$ cat config.mk
export PLATFORM = sky130hd
export DESIGN_NAME = if_stage_flat
export DESIGN_NICKNAME = d
export VERILOG_FILES = /design/src/rtl/if_stage_if.sv /design/src/rtl/if_stage.sv /design/src/flat_wrapper.sv
export SDC_FILE = /design/constraint.sdc
export NUM_CORES = 1
export LEC_CHECK = 0
export CAP_MARGIN = 20
export CORE_AREA = 2 2 114 116
export DETAILED_ROUTE_END_ITERATION = 12
export DIE_AREA = 0 0 116 118
export GPL_ROUTABILITY_DRIVEN = 0
export PLACE_DENSITY = 0.84
export SETUP_SLACK_MARGIN = 0.5
export SLEW_MARGIN = 20
export SYNTH_ARGS = -nofsm -noshare
export SYNTH_HDL_FRONTEND = slang
export SYNTH_SLANG_ARGS = --single-unit
$ cat constraint.sdc
create_clock -name clk -period 4.45 [get_ports clk]
set_input_delay 1.335 -clock clk [delete_from_list [all_inputs] [get_ports clk]]
set_output_delay 1.335 -clock clk [all_outputs]
set_load 0.1 [all_outputs]
$ cat src/rtl/if_stage_if.sv
//------------------------------------------------------------------------------
// if_stage_if : fetch-stage bus bundle (imem req/gnt/rvalid, redirect, decode)
// Revision    : 1.0
//------------------------------------------------------------------------------
`default_nettype none

interface if_stage_if #(
   parameter int ADDR_WIDTH   = 32,
   parameter int INST_WIDTH   = 32,
   parameter int OPCODE_WIDTH = 7
);
   // instruction memory
   logic                    imem_req;
   logic [ADDR_WIDTH-1:0]   imem_addr;
   logic                    imem_gnt;
   logic                    imem_rvalid;
   logic [INST_WIDTH-1:0]   imem_rdata;
   // redirect from execute
   logic                    redirect_valid;
   logic [ADDR_WIDTH-1:0]   redirect_pc;
   // decode handshake
   logic                    id_ready;
   logic                    inst_valid;
   logic [INST_WIDTH-1:0]   inst;
   logic [OPCODE_WIDTH-1:0] opcode;
   logic [ADDR_WIDTH-1:0]   pc_out;
   logic [31:0]             issue_count;

   modport master (
      output imem_req, imem_addr, inst_valid, inst, opcode, pc_out, issue_count,
      input  imem_gnt, imem_rvalid, imem_rdata, redirect_valid, redirect_pc, id_ready
   );

   modport slave (
      input  imem_req, imem_addr, inst_valid, inst, opcode, pc_out, issue_count,
      output imem_gnt, imem_rvalid, imem_rdata, redirect_valid, redirect_pc, id_ready
   );
endinterface

`default_nettype wire

$ cat src/rtl/if_stage.sv
//------------------------------------------------------------------------------
// if_stage : instruction fetch stage, one outstanding imem request, redirectable
// Revision : 1.0
//------------------------------------------------------------------------------
`default_nettype none

module if_stage #(
   parameter logic [31:0] RESET_PC     = 32'h0000_0000,
   parameter int          ADDR_WIDTH   = 32,
   parameter int          INST_WIDTH   = 32,
   parameter int          OPCODE_WIDTH = 7
) (
   input  wire          clk,
   input  wire          rst_n,
   if_stage_if.master   bus
);

   typedef enum logic [1:0] {
      S_BOOT  = 2'd0,
      S_REQ   = 2'd1,
      S_WAIT  = 2'd2,
      S_ISSUE = 2'd3
   } state_t;

   state_t                r_state;
   logic [ADDR_WIDTH-1:0] r_pc;
   logic                  r_drop;
   logic [INST_WIDTH-1:0] r_inst;
   logic [ADDR_WIDTH-1:0] r_pc_out;
   logic [31:0]           r_issue_count;

   // Redirect targets are word aligned; the low bits are read but masked off.
   logic [ADDR_WIDTH-1:0] w_redirect_tgt;
   assign w_redirect_tgt = {bus.redirect_pc[ADDR_WIDTH-1:2], bus.redirect_pc[1:0] & 2'b00};

   always_ff @(posedge clk or negedge rst_n) begin
      if (!rst_n) begin
         r_state       <= S_BOOT;
         r_pc          <= ADDR_WIDTH'(RESET_PC);
         r_drop        <= 1'b0;
         r_inst        <= '0;
         r_pc_out      <= '0;
         r_issue_count <= 32'd0;
      end else begin
         case (r_state)
            S_BOOT: begin
               if (bus.redirect_valid) r_pc <= w_redirect_tgt;
               r_state <= S_REQ;
            end
            S_REQ: begin
               if (bus.redirect_valid) r_pc <= w_redirect_tgt;
               if (bus.imem_gnt) begin
                  r_drop  <= bus.redirect_valid;
                  r_state <= S_WAIT;
               end
            end
            S_WAIT: begin
               if (bus.redirect_valid) r_pc <= w_redirect_tgt;
               if (bus.imem_rvalid) begin
                  // A redirect seen before or with the response invalidates it.
                  if (r_drop || bus.redirect_valid) begin
                     r_drop  <= 1'b0;
                     r_state <= S_REQ;
                  end else begin
                     r_inst   <= bus.imem_rdata;
                     r_pc_out <= r_pc;
                     r_state  <= S_ISSUE;
                  end
               end else if (bus.redirect_valid) begin
                  r_drop <= 1'b1;
               end
            end
            S_ISSUE: begin
               if (bus.id_ready) r_issue_count <= r_issue_count + 32'd1;
               if (bus.redirect_valid) begin
                  r_pc    <= w_redirect_tgt;
                  r_state <= S_REQ;
               end else if (bus.id_ready) begin
                  r_pc    <= r_pc + ADDR_WIDTH'(4);
                  r_state <= S_REQ;
               end
            end
            default: r_state <= S_BOOT;
         endcase
      end
   end

   assign bus.imem_req    = (r_state == S_REQ);
   assign bus.imem_addr   = r_pc;
   assign bus.inst_valid  = (r_state == S_ISSUE);
   assign bus.inst        = r_inst;
   assign bus.opcode      = r_inst[OPCODE_WIDTH-1:0];
   assign bus.pc_out      = r_pc_out;
   assign bus.issue_count = r_issue_count;

endmodule

`default_nettype wire

$ cat src/flat_wrapper.sv
// flat-port wrapper written by rule: the top's interface ports become plain ports
module if_stage_flat 
#(
   parameter logic [31:0] RESET_PC     = 32'h0000_0000,
   parameter int          ADDR_WIDTH   = 32,
   parameter int          INST_WIDTH   = 32,
   parameter int          OPCODE_WIDTH = 7
)
  (clk, rst_n, bus_imem_req, bus_imem_addr, bus_inst_valid, bus_inst, bus_opcode, bus_pc_out, bus_issue_count, bus_imem_gnt, bus_imem_rvalid, bus_imem_rdata, bus_redirect_valid, bus_redirect_pc, bus_id_ready);
  if_stage_if #(.ADDR_WIDTH(ADDR_WIDTH), .INST_WIDTH(INST_WIDTH), .OPCODE_WIDTH(OPCODE_WIDTH)) bus_i ();
  input  wire clk;
  input  wire rst_n;
  output wire logic [$bits(bus_i.imem_req)-1:0] bus_imem_req;
  output wire logic [$bits(bus_i.imem_addr)-1:0] bus_imem_addr;
  output wire logic [$bits(bus_i.inst_valid)-1:0] bus_inst_valid;
  output wire logic [$bits(bus_i.inst)-1:0] bus_inst;
  output wire logic [$bits(bus_i.opcode)-1:0] bus_opcode;
  output wire logic [$bits(bus_i.pc_out)-1:0] bus_pc_out;
  output wire logic [$bits(bus_i.issue_count)-1:0] bus_issue_count;
  input wire logic [$bits(bus_i.imem_gnt)-1:0] bus_imem_gnt;
  input wire logic [$bits(bus_i.imem_rvalid)-1:0] bus_imem_rvalid;
  input wire logic [$bits(bus_i.imem_rdata)-1:0] bus_imem_rdata;
  input wire logic [$bits(bus_i.redirect_valid)-1:0] bus_redirect_valid;
  input wire logic [$bits(bus_i.redirect_pc)-1:0] bus_redirect_pc;
  input wire logic [$bits(bus_i.id_ready)-1:0] bus_id_ready;
  assign bus_imem_req = bus_i.imem_req;
  assign bus_imem_addr = bus_i.imem_addr;
  assign bus_inst_valid = bus_i.inst_valid;
  assign bus_inst = bus_i.inst;
  assign bus_opcode = bus_i.opcode;
  assign bus_pc_out = bus_i.pc_out;
  assign bus_issue_count = bus_i.issue_count;
  assign bus_i.imem_gnt = bus_imem_gnt;
  assign bus_i.imem_rvalid = bus_imem_rvalid;
  assign bus_i.imem_rdata = bus_imem_rdata;
  assign bus_i.redirect_valid = bus_redirect_valid;
  assign bus_i.redirect_pc = bus_redirect_pc;
  assign bus_i.id_ready = bus_id_ready;
  if_stage #(.RESET_PC(RESET_PC), .ADDR_WIDTH(ADDR_WIDTH), .INST_WIDTH(INST_WIDTH), .OPCODE_WIDTH(OPCODE_WIDTH)) u_core (.clk(clk), .rst_n(rst_n), .bus(bus_i));
endmodule
==> impl_metrics.py <==
metrics = {
    "critical_path": {
        "cp.arrival_ns": 2.36,
        "worstSetupPathType": "flip-flop to output pin",
        "critPathMaxStageDelay_ns": 1.18,
        "cpMaxStageDelayCell": "clkdlybuf4s50_1",
        "required_ns": 3.12,
        "start_kind": "flip-flop",
        "path_max_fanout": 6,
        "cp_cell_sequence": "inv_1, ha_1, clkdlybuf4s50_1",
        "cp-end-kind": "output pin",
    },
    "yosys": {
        "yosysWarnings": 0,
        "synthCells": 525,
        "synth_cell_type_count": 54,
        "async_flop_share_pct": 100,
        "netlist_area_um2": 5950,
        "synth_top_flop_cell": "dfrtp_1",
        "synth_common_cells": "127 x dfrtp_1, 63 x mux2_2, 40 x a21oi_1",
        "avgSynthCellArea_um2": 11.3,
        "synth_top_area_cell": "dfrtp_1",
        "synth.area.top_cells": "dfrtp_1 53%, mux2_2 12%, xnor2_1 3.7%",
        "netlist.area_leader.share_pct": 53.4,
        "ys_seq_area_share_pct": 53.4,
        "yosysMostFrequentCell": "dfrtp_1",
        "synth_edf_count": 0,
        "ys_ff_latch": 127,
    },
    "run_status": {
        "status": "completed",
    },
    "sta": {
        "finalMaxSlewViolations": 0,
        "tightest_slew_ns": 1.10,
        "finalSetupViolCount": 0,
        "setup_tns_ns": 0,
        "period_minus_slack_ns": 3.69,
        "max_slew_margin_pct": 27.0,
        "post-route-period-util_pct": 83.0,
        "max_freq_mhz": 271,
        "fin_skew_ns": 0.00762,
        "hold_violations": 0,
        "rsz0062_at_grt": "no",
    },
    "clocking": {
        "clockRootBuffer": "clkbuf_16",
        "htreeDepth": 4,
        "cts_tree": "yes",
        "clock_latency_ns": 0.42,
        "cts_resized": 0,
        "cts_made_buffers": 17,
        "cts_buffer_depth": 2,
        "cts_hold_buf": 0,
        "cts_setup_buffers": 0,
        "clock-sinks": 127,
        "path_clk_slew_ns": 0.06,
    },
    "global_routing": {
        "grt_pass1_vias": 4905,
        "grt_usage_pct": 23.7,
        "antenna_found_initial": 0,
        "grt_start_max_net_pins": 108,
        "grt_pass1_wl_mm": 25.3,
        "grt_overflow": 0,
    },
    "job": {
        "cap_viol_max_count": 0,
    },
    "detailed_routing": {
        "drc": 0,
        "routed_wl_mm": 15.7,
        "top_layer": "met4",
        "avgRoutedWirePerCell_um": 17.5,
        "m1WireLength_mm": 6.52,
        "met3WireLength_um": 993,
        "vias": 4945,
        "vias_per_cell": 5.48,
        "drtIter0Drc": 256,
        "firstDrtPassIters": 5,
        "ant_nets": 0,
        "wl_met2_mm": 7.76,
    },
    "floorplan": {
        "core.rowCount": 41,
        "num_io_pins": 207,
        "core_area_um2": 12400,
        "die-area_um2": 13700,
        "initial_utilization_pct": 47.9,
        "die_width_um": 116,
        "fp.dieH_um": 118,
    },
    "placed_design": {
        "io_buffers": 200,
        "dp_hpwl_mm": 11.1,
        "placed_cell_area_um2": 8050,
    },
    "min_path": {
        "hold_path_class": "flip-flop to flip-flop",
    },
    "layout": {
        "layout-drive-gt1-share_pct": 16.0,
        "final_area_um2": 8680,
        "areaGrowthSynthToFinish_pct": 46.0,
        "antennaDiodeCount": 0,
        "fin_nets": 793,
    },
}
per-layer routing:
metal  vias up  track usage [%]
li1       2279                -
met1      2415             29.5
met2       213             39.1
met3        38             4.99
met4         0             10.9
met5         -                0
path summary, 6_finish.rpt:
kind | depth (start not counted) | start | slack [ns] | end
min | 1 | u_core.bus.issue_count[31]$_DFFE_PN0P_ | 0.49 | u_core.bus.issue_count[31]$_DFFE_PN0P_
min reg2reg | 1 | u_core.bus.issue_count[31]$_DFFE_PN0P_ | 0.49 | u_core.bus.issue_count[31]$_DFFE_PN0P_
min in group asynchronous | 1 | rst_n | 1.03 | u_core.bus.inst[16]$_DFFE_PN0P_
max | 3 | u_core.r_state[1]$_DFFE_PN0P_ | 0.76 | bus_imem_req
max reg2reg | 5 | u_core.r_state[0]$_DFFE_PN0P_ | 1.95 | u_core.r_state[0]$_DFFE_PN0P_
max in group asynchronous | 2 | rst_n | 2.55 | u_core.bus.imem_addr[28]$_DFFE_PN0P_
cells in the final DEF, fill, tap and decap left out, types with 3 or more instances in the layout:
cell type,n
a311oi_1,9
nor3_1,7
and3_1,10
xor2_1,6
and2_1,5
conb_1,4
nand4_1,11
nand3_1,23
nand2_1,32
ha_1,6
mux2_2,63
clkinv_4,4
dfrtp_1,127
inv_1,5
a21o_1,3
a31oi_1,3
a21oi_1,39
xnor2_1,25
buf_4,6
bufinv_16,4
o21ai_0,23
o22a_1,3
or3_1,4
clkdlybuf4s50_1,198
nor2_1,35
o22ai_1,5
clkinvlp_4,4
and4_1,6
clkbuf_16,17
inv_6,3
flip-flops by register name, indices dropped and copies added (netlist names):
signal                  count
u_core.bus.inst            32
u_core.bus.issue_count     32
u_core.bus.imem_addr       30
u_core.bus.pc_out          30
u_core.r_state              2
u_core.r_drop               1
cells by family (layout without fill, tap and decap cells):
family | after synthesis | after routing | synth area share (%)
buffers and inverters | 41 | 243 | 3.58
adders and majority gates | 6 | 6 | 1.26
other | 1 | 4 | 0.0631
xor gates and xnor gates | 31 | 31 | 4.57
muxes | 65 | 65 | 12.3
AOI/OAI and AO/OA | 101 | 101 | 10.5
and+or+nand+nor | 153 | 153 | 14.4
DFF | 127 | 127 | 53.4
cell type report:
type	count	area [um2]
tap	172	215
sequential	127	3180
timing repair buffer	206	2060
clock buffer	17	425
clock inverter	15	211
multi-input combinational	360	2570
fill	938	3730
inverter	5	18.8
metrics by stage:
| step | util, % | setup WS, ns | hold slack, ns | instances |
|---|---|---|---|---|
| after floorplan | - | 1.70 | 0.521 | 528 |
| after global placement | 64.8 | 0.941 | 0.462 | 870 |
| after detailed placement | 64.8 | 0.857 | 0.479 | 870 |
| after CTS | 69.9 | 0.741 | 0.490 | 902 |
| after global routing | 69.9 | 0.670 | 0.508 | 902 |
| final | 69.9 | 0.757 | 0.489 | 902 |
worst max-delay path, delay by kind of cell (launching register included):
family	cells	cell delay (ns)
flip-flops	1	0.43
adder cells (fa/ha/maj)	1	0.25
buffers and inverters	2	1.26
Power is left out: the tool's default activity adds up to more than one toggle a clock period on the data nets, which glitch-free logic cannot reach.
==> RTL edit (same settings) <==
Make the reset (`rst_n`) synchronous in one clocked block.
--- a/src/rtl/if_stage.sv
+++ b/src/rtl/if_stage.sv
@@ -33,7 +33,7 @@
    logic [ADDR_WIDTH-1:0] w_redirect_tgt;
    assign w_redirect_tgt = {bus.redirect_pc[ADDR_WIDTH-1:2], bus.redirect_pc[1:0] & 2'b00};
 
-   always_ff @(posedge clk or negedge rst_n) begin
+   always_ff @(posedge clk) begin
       if (!rst_n) begin
          r_state       <= S_BOOT;
          r_pc          <= ADDR_WIDTH'(RESET_PC);
Check against the original RTL: differs if rst_n is asserted again (counterexample within 4 cycles, from zero or initial values and one cycle with rst_n low); with rst_n held inactive, the same outputs for 4 cycles.
==> RTL edit against the original RTL <==
  * Setup slack improved by 0.14 ns
  * Highest routed layer unchanged
  * Area after synthesis fell by 2.2%
  * First-iteration DRC count rose by 77%
  * Routed wire length rose by 7.4%
  * Largest cell class is now multi-input gates
  * Sequential cell count did not move
  * Non-clock buffer count rose by 6
  * Design area fell by 2.8%
  * Core utilization fell by 2.0 points
==> RTL edit: results (changes against the original RTL) <==
Setup Buffers After CTS=0 (unchanged); slowest CP cell=clkdlybuf4s50_1; GRT Overall Usage=0.243 (+0.00686); DR iter-0 viols=453 (+77%); WL met2=8110 µm (+4.5%); TritonRoute pass-1 iters=5 (unchanged); Nets=999 (+26%); DP Area=0.00787 mm² (-2.2%); reg2reg start=u_core.r_state[1]; post-synthesis cell type count=59 (+9.3%); Fill cells=1,064 (+13%); launch point of the worst path=u_core.bus.imem_addr[19]; Reg2Reg Depth=7 (+2); Synth area leaders=dfxtp_1 (44%), nand2_1 (11%), a21oi_1 (7.7%), xor2_1 (3.6%), nor2_1 (3.4%); WL met1=6900 µm (+5.9%); status=complete, no violations; Hold Crit Start=u_core.bus.inst[24]; register area share after synthesis=0.437 (-0.0974); Final Cycle Share=0.798 (-0.0322); FF-to-FF End=u_core.bus.imem_addr[31]; Worst R2R Setup Slack=2.02 ns (+0.07 ns); worst-case clock buffer depth=2 (unchanged); CTS buffer count=17 (unchanged); hold slack=0.450 ns (-0.0391 ns); ys async rst share=0 (-1.00); Critical Path AT=2.21 ns (-0.15 ns); leading cell types by count after synthesis=nand2_1 (170), dfxtp_1 (127), a21oi_1 (90); Worst path max stage delay=1.23 ns (+0.05 ns); via count=5,894 (+19%); Post-Layout Cell Count=1,108 (+23%); final WL=16,900 µm (+7.4%); number of global-route vias before repair=5,364 (+9.4%); first-pass GRT wire length=26,700 µm (+5.6%); share of layout cells above drive strength 1=0.0588 (-0.102); Hold Crit Depth=2 (+1); Overall Power=just under 3 mW; Fin Clk Skew=0.00535 ns (-0.00227 ns); pre-CTS WS=0.811 ns (-0.0459 ns); DP Wirelength=11,700 µm (+4.7%); global route total overflow=0 (unchanged); worst setup path endpoint=bus_imem_addr[19]; max_slew headroom=0.273 (+0.00341); CP max FO=11 (+5); worst hold endpoint=u_core.bus.inst[24]; number of cells produced by synthesis=750 (+43%); prevailing post-synth register cell=dfxtp_1; pin count of the biggest net entering global routing=63 (-42%)
## RTL edit: final cells by class
| cell class | count | area share |
|---|---|---|
| inverter | 12 | 0.00549 |
| timing repair buffer | 212 | 0.249 |
| multi-input combinational | 553 | 0.352 |
| clock buffer | 27 | 0.0608 |
| tap | 172 | 0.0255 |
| clock inverter | 5 | 0.00623 |
| sequential | 127 | 0.301 |
## RTL edit: metal layers
layer / up-vias / GRT usage
li1: 2937 / -
met1: 2703 / 0.291
met2: 225 / 0.400
met3: 29 / 0.0834
met4: 0 / 0.0930
met5: - / 0
## RTL edit: cell families after synthesis
| logic type | synth area share |
|---|---|
| other | 0.000645 |
| AND/OR/NAND/NOR | 0.274 |
| AO/OA/AOI/OAI | 0.172 |
| XOR/XNOR | 0.0421 |
| buffers and inverters | 0.0559 |
| multiplexers | 0.00538 |
| adder cells (fa/ha/maj) | 0.0129 |
| flip-flops | 0.437 |
